## src/rtl/cpu_oci_dct_packer.sv

```systemverilog
// ---------------------------------------------------------------------------
// cpu_oci_dct_packer
//   Write side of the OCI data-capture-trace path. Packs CODE_W-bit trace
//   codes into a CODE_W*SLOTS-bit dct_buffer word with a code count, and hands
//   each frame to the DCT consumer over a valid/ready handshake. On
//   test_ending the partial frame is closed and drained before
//   test_has_ended rises.
//
// Ports
//   clk            sole clock, rising edge
//   reset_n        asynchronous active-low reset
//   code_valid     trace code offered
//   code           trace code
//   code_ready     packer accepts a code this cycle
//   flush          single-cycle request to emit the partial frame
//   test_ending    single-cycle end-of-test request
//   frame_valid    dct_buffer/dct_count hold a frame
//   frame_ready    consumer takes the frame
//   dct_buffer     packed codes, oldest code in the highest used bits
//   dct_count      number of valid codes in dct_buffer (1..SLOTS)
//   test_has_ended sticky, every code delivered after test_ending
//   overflow       sticky, a code was dropped (DCT_DROP_ON_STALL_EN only)
//
// Build option
//   DCT_DROP_ON_STALL_EN : code_ready stays high in RUN; a code arriving while
//   the accumulator is full and the output register is blocked is dropped and
//   overflow is set. Undefined: back-pressure via code_ready, overflow = 0.
// ---------------------------------------------------------------------------
module cpu_oci_dct_packer #(
  parameter int unsigned CODE_W = 2,
  parameter int unsigned SLOTS  = 15
) (
  input  logic                           clk,
  input  logic                           reset_n,
  input  logic                           code_valid,
  input  logic [CODE_W-1:0]              code,
  output logic                           code_ready,
  input  logic                           flush,
  input  logic                           test_ending,
  output logic                           frame_valid,
  input  logic                           frame_ready,
  output logic [CODE_W*SLOTS-1:0]        dct_buffer,
  output logic [$clog2(SLOTS+1)-1:0]     dct_count,
  output logic                           test_has_ended,
  output logic                           overflow
);

  localparam int unsigned BUF_W = CODE_W * SLOTS;
  localparam int unsigned CNT_W = $clog2(SLOTS + 1);
  localparam logic [CNT_W-1:0] FULL_CNT = CNT_W'(SLOTS);

  typedef enum logic [1:0] {
    ST_RUN   = 2'd0,
    ST_DRAIN = 2'd1,
    ST_ENDED = 2'd2
  } state_t;

  state_t state, state_nxt;

  // Accumulator and held-close flag
  logic [BUF_W-1:0] acc, acc_nxt, acc_app;
  logic [CNT_W-1:0] acc_cnt, cnt_nxt, cnt_app;
  logic             close_pend, pend_nxt;

  // Output holding register
  logic [BUF_W-1:0] out_buf, ld_buf;
  logic [CNT_W-1:0] out_cnt, ld_cnt;
  logic             out_valid, load;

  logic accept;
  logic out_free;
  logic close_now;

`ifdef DCT_DROP_ON_STALL_EN
  logic lost;
  logic ovf_q;
`endif

  assign accept   = code_valid && code_ready;
  assign out_free = !out_valid || frame_ready;

  // -------------------------------------------------------------------------
  // FSM: state register
  // -------------------------------------------------------------------------
  always_ff @(posedge clk or negedge reset_n) begin
    if (!reset_n) state <= ST_RUN;
    else          state <= state_nxt;
  end

  // FSM: next state
  always_comb begin
    state_nxt = state;
    unique case (state)
      ST_RUN:   if (test_ending) state_nxt = ST_DRAIN;
      ST_DRAIN: if (acc_cnt == '0 && !close_pend && !out_valid)
                  state_nxt = ST_ENDED;
      ST_ENDED: state_nxt = ST_ENDED;
      default:  state_nxt = ST_RUN;
    endcase
  end

  // FSM: outputs
  always_comb begin
    code_ready     = 1'b0;
    test_has_ended = 1'b0;
    if (state == ST_RUN) begin
`ifdef DCT_DROP_ON_STALL_EN
      code_ready = 1'b1;
`else
      code_ready = !(close_pend && out_valid && !frame_ready);
`endif
    end
    if (state == ST_ENDED) test_has_ended = 1'b1;
  end

  // -------------------------------------------------------------------------
  // Accumulator / close datapath
  // -------------------------------------------------------------------------
  always_comb begin
    acc_app   = {acc[BUF_W-CODE_W-1:0], code};
    cnt_app   = acc_cnt + CNT_W'(1);
    acc_nxt   = acc;
    cnt_nxt   = acc_cnt;
    pend_nxt  = close_pend;
    load      = 1'b0;
    ld_buf    = acc;
    ld_cnt    = acc_cnt;
    close_now = 1'b0;
`ifdef DCT_DROP_ON_STALL_EN
    lost      = 1'b0;
`endif
    if (close_pend) begin
      // A held close ships the accumulator as it stands; a code accepted in
      // the same cycle starts the next frame instead of over-filling this one.
      // Any flush arriving now merges into the held close.
      if (out_free) begin
        load     = 1'b1;
        pend_nxt = 1'b0;
        acc_nxt  = accept ? BUF_W'(code) : '0;
        cnt_nxt  = accept ? CNT_W'(1) : '0;
      end else if (accept) begin
        if (acc_cnt == FULL_CNT) begin
`ifdef DCT_DROP_ON_STALL_EN
          lost = 1'b1;
`endif
        end else begin
          acc_nxt = acc_app;
          cnt_nxt = cnt_app;
        end
      end
    end else begin
      if (accept) begin
        acc_nxt = acc_app;
        cnt_nxt = cnt_app;
      end
      close_now = (cnt_nxt != '0) &&
                  ((cnt_nxt == FULL_CNT) ||
                   (state == ST_RUN && (flush || test_ending)) ||
                   (state == ST_DRAIN));
      if (close_now) begin
        if (out_free) begin
          load    = 1'b1;
          ld_buf  = acc_nxt;
          ld_cnt  = cnt_nxt;
          acc_nxt = '0;
          cnt_nxt = '0;
        end else begin
          pend_nxt = 1'b1;
        end
      end
    end
  end

  always_ff @(posedge clk or negedge reset_n) begin
    if (!reset_n) begin
      acc        <= '0;
      acc_cnt    <= '0;
      close_pend <= 1'b0;
      out_buf    <= '0;
      out_cnt    <= '0;
      out_valid  <= 1'b0;
    end else begin
      acc        <= acc_nxt;
      acc_cnt    <= cnt_nxt;
      close_pend <= pend_nxt;
      if (load) begin
        out_buf   <= ld_buf;
        out_cnt   <= ld_cnt;
        out_valid <= 1'b1;
      end else if (out_valid && frame_ready) begin
        out_valid <= 1'b0;
      end
    end
  end

`ifdef DCT_DROP_ON_STALL_EN
  always_ff @(posedge clk or negedge reset_n) begin
    if (!reset_n)  ovf_q <= 1'b0;
    else if (lost) ovf_q <= 1'b1;
  end
  assign overflow = ovf_q;
`else
  assign overflow = 1'b0;
`endif

  assign frame_valid = out_valid;
  assign dct_buffer  = out_buf;
  assign dct_count   = out_cnt;

endmodule

```

## config.mk

```make
export PLATFORM = sky130hd
export DESIGN_NAME = cpu_oci_dct_packer
export DESIGN_NICKNAME = d
export VERILOG_FILES = /design/src/rtl/cpu_oci_dct_packer.sv
export SDC_FILE = /design/constraint.sdc
export NUM_CORES = 1
export LEC_CHECK = 0
export CORE_MARGIN = 2
export CORE_UTILIZATION = 30
export CTS_CLUSTER_SIZE = 24
export DETAILED_ROUTE_END_ITERATION = 10
export PLACE_DENSITY_LB_ADDON = 0.15
export SLEW_MARGIN = 25
export SYNTH_ARGS = -nofsm -noshare
export SYNTH_HDL_FRONTEND = slang
export SYNTH_SLANG_ARGS = --single-unit
```

## constraint.sdc

```tcl
create_clock -name clk -period 2.8 [get_ports clk]
set_clock_uncertainty 0.2 [all_clocks]
set_input_delay 0.7 -clock clk [delete_from_list [all_inputs] [get_ports clk]]
set_output_delay 0.7 -clock clk [all_outputs]
set_load 0.05 [all_outputs]
```

==> run metrics <==
status finished, final reports clean; Hold Vio Cnt, Final 0; Multi-input gate area between 1500 and 2000 um2; max_slew headroom approximately two thirds; vias in the first global route around 2500; Final Util just over 40%; Clock power frac between 20 and 25%; Tmin final 2660 ps; Worst Setup End Kind output pin; critical path arrival around 1800 ps; r2r endpoint acc[10]; Worst Max-Slew Pin Slew 523 ps; period utilisation layout a little over nine tenths; final WL between 7000 and 8000 um; synthesis-stage register bit count slightly above 70; CTS buffer count 9; via count about 2500; min-delay worst type in -> async; initial drt markers 119; grt ovf 0; Post-DP HPWL roughly 5400 um; Core ar. 11000 um2; initial antenna violation count 0; post-synthesis xor/xnor area fraction less than 1%; Worst R2R Setup Slack ~150 ps; Max Clk Rate 376 MHz; # fillers approximately 1000; root buffer cell clkbuf_16; WS Path Type reg -> out; PwrDens ~1100 nW/um2; register area ~1800 um2; Max VDD drop approximately 470 uV; leak pwr approximately 2.1 nW; syn avg cell area about 11 um2; placed insts 499; htree depth 3; Post-Syn Area approximately 3400 um2; RR Startpoint acc_cnt[1]; Synth area leaders dfrtp_1 53%, mux2i_1 8.8%, a22o_1 7.4%; syn_nets ~330; largest net degree at the start of global routing 50; startpoint types flip-flop; CP endpoint test_has_ended; Synthesis Warnings 0; largest area contributor in the synthesized netlist dfrtp_1; post-synthesis mux area share 9.45%; CTS tree done; most common cell after layout, fill and taps aside dfrtp_1; IO Port Bufs 44; RSZ-0062 raised after global routing false; net switching power 0.00203 W; ANT nets after route 0; DRC viols 0; row cnt 38; Non-Filler Instances 514; post-layout instance area ~4500 um2; top cell type's share of synthesized area 52.8%; Pint 0.00284 W; Post-Synth Simple-Gate Area between 10% and 20%; full die area around 12000 um2; Pwr Total between 0.004 and 0.005 W; Clock Sinks between 70 and 80; DR pass1 iterations 4; GR Util All Layers between 10% and 20%; Synth cell types 48; compound-gate portion of the synthesized area 19.9%; Slew Viols, Final 0; most frequent cells in the layout 71 x dfrtp_1, 40 x clkdlybuf4s50_1, 37 x nand2_1; Gate Count Post-Synth between 300 and 400; hold_buf cts 0; RePlAce Congestion between 0.8 and 0.9; ant diodes 0; Starting Density 31.1%; combinational power share about half; post-synthesis adder-cell area fraction under 10%; R2R cell count 10; worst setup path startpoint state[0]; Switching Fraction 41.7%; post-CTS setup buffers 0; DP Area 4190 um2; Die Height around 110 um; CP Max Fanout 3; clock buffer depth 2; Crit path required time 1900 ps; Die X 111 um; Final setup viols 0; Final nets ~380; Seq/Total Area, Yosys 52.8%; Max-Cap Viols 0; synthesis-to-finish area growth 33.1%; top-level I/O count between 40 and 50; layout cell share with drive strength beyond 1 roughly 17%; vias per cell a little under 5; Reg power frac between 20% and 30%; Worst-path clk slew roughly 50 ps; largest family of logic cells by synthesized area compound AO/OA/AOI/OAI gates; global-route wire length before repair approximately 13000 um; WL/cell around 15 um; clk_lat worst skew 330 ps
[cells by family (layout without fill, tap and decap cells)]
logic type	after synthesis	after routing
xor gates and xnor gates	3	3
DFF	72	72
AOI/OAI and AO/OA	93	93
buffers and inverters	27	90
and+or+nand+nor	77	77
adders and majority gates	6	6
muxes	32	32
other	1	1
[synth_stat cells, drive strengths merged]
library cell,number
a41oi,1
nor3,4
o22ai,3
a311oi,1
a221oi,1
a211oi,4
and2,3
buf,13
o32ai,1
and2b,1
o21bai,1
dfrtp,72
nor2,18
o221a,1
xnor2,2
a21o,1
a22o,29
nand2b,5
nand3b,1
xor2,1
o21ai,34
mux2,2
nor2b,1
o2111a,1
clkbuf,8
nand2,38
nand3,1
nand4,2
or2,1
mux2i,30
o2bb2ai,1
conb,1
inv,6
a31oi,1
a21oi,10
or4b,1
or3,1
a2111oi,2
o31ai,1
ha,6
[timing repair]
action / in CTS / in global routing
setup endpoints to repair: 4 / 63
gates resized for setup: 2 / 16
pin swaps: 0 / 4
[per-stage QoR]
stage / setup WS [ps] / setup TNS, ps / hold WS (ps)
floorplan: 133 / 0 / 204
global placement: -312 / -17320 / 262
detailed placement: -362 / -21340 / 273
CTS: 1.14 / 0 / 119
global route: 8.65 / 0 / 136
finish: 144 / 0 / 104
[how the worst min path moves through the flow]
stage	to	from
6_report	dct_buffer[0]	reset_n
2_1_floorplan	acc[0]	reset_n
5_1_grt	dct_buffer[0]	reset_n
4_1_cts	dct_buffer[0]	reset_n
3_5_place_dp	dct_buffer[29]	dct_buffer[29]
3_3_place_gp	dct_buffer[3]	dct_buffer[3]
[critical path, cell delays in order, from the launching register on]
cell,delay [ps]
dfrtp_1,390
inv_1,110
ha_1,150
clkdlybuf4s50_1,790
[power groups by stage]
stage	Sequential [W]	Combinational (W)	Clock, W
after floorplan	0.00175	0.00122	0
after global routing	0.00145	0.00261	0.00114
final	0.00141	0.00239	0.00106
after global placement	0.00142	0.00237	0
after detailed placement	0.00143	0.00238	0
after CTS	0.00141	0.00239	0.00109
[metal layers]
layer	GRT usage, %	part of all wire (%)
met3	2.57	2.9
met4	7.08	2.5
met1	19.7	51
met5	0	0
met2	19.3	43
[flip-flops by register name (all words and copies together) (netlist names)]
| signal | cells |
|---|---|
| dct_count | 4 |
| dct_buffer | 30 |
| state | 2 |
| frame_valid | 1 |
| close_pend | 1 |
| acc | 30 |
| acc_cnt | 4 |
[area by class of cell]
class / count / share of cell area (%)
well taps: 140 / 3.85
repair buffers: 69 / 15.9
clock inverters: 2 / 0.330
flip-flops and latches: 72 / 39.7
clock buffers: 13 / 5.73
multi-input cells: 212 / 34.0
inverters: 6 / 0.496
Power figures use the tool's default switching activity.
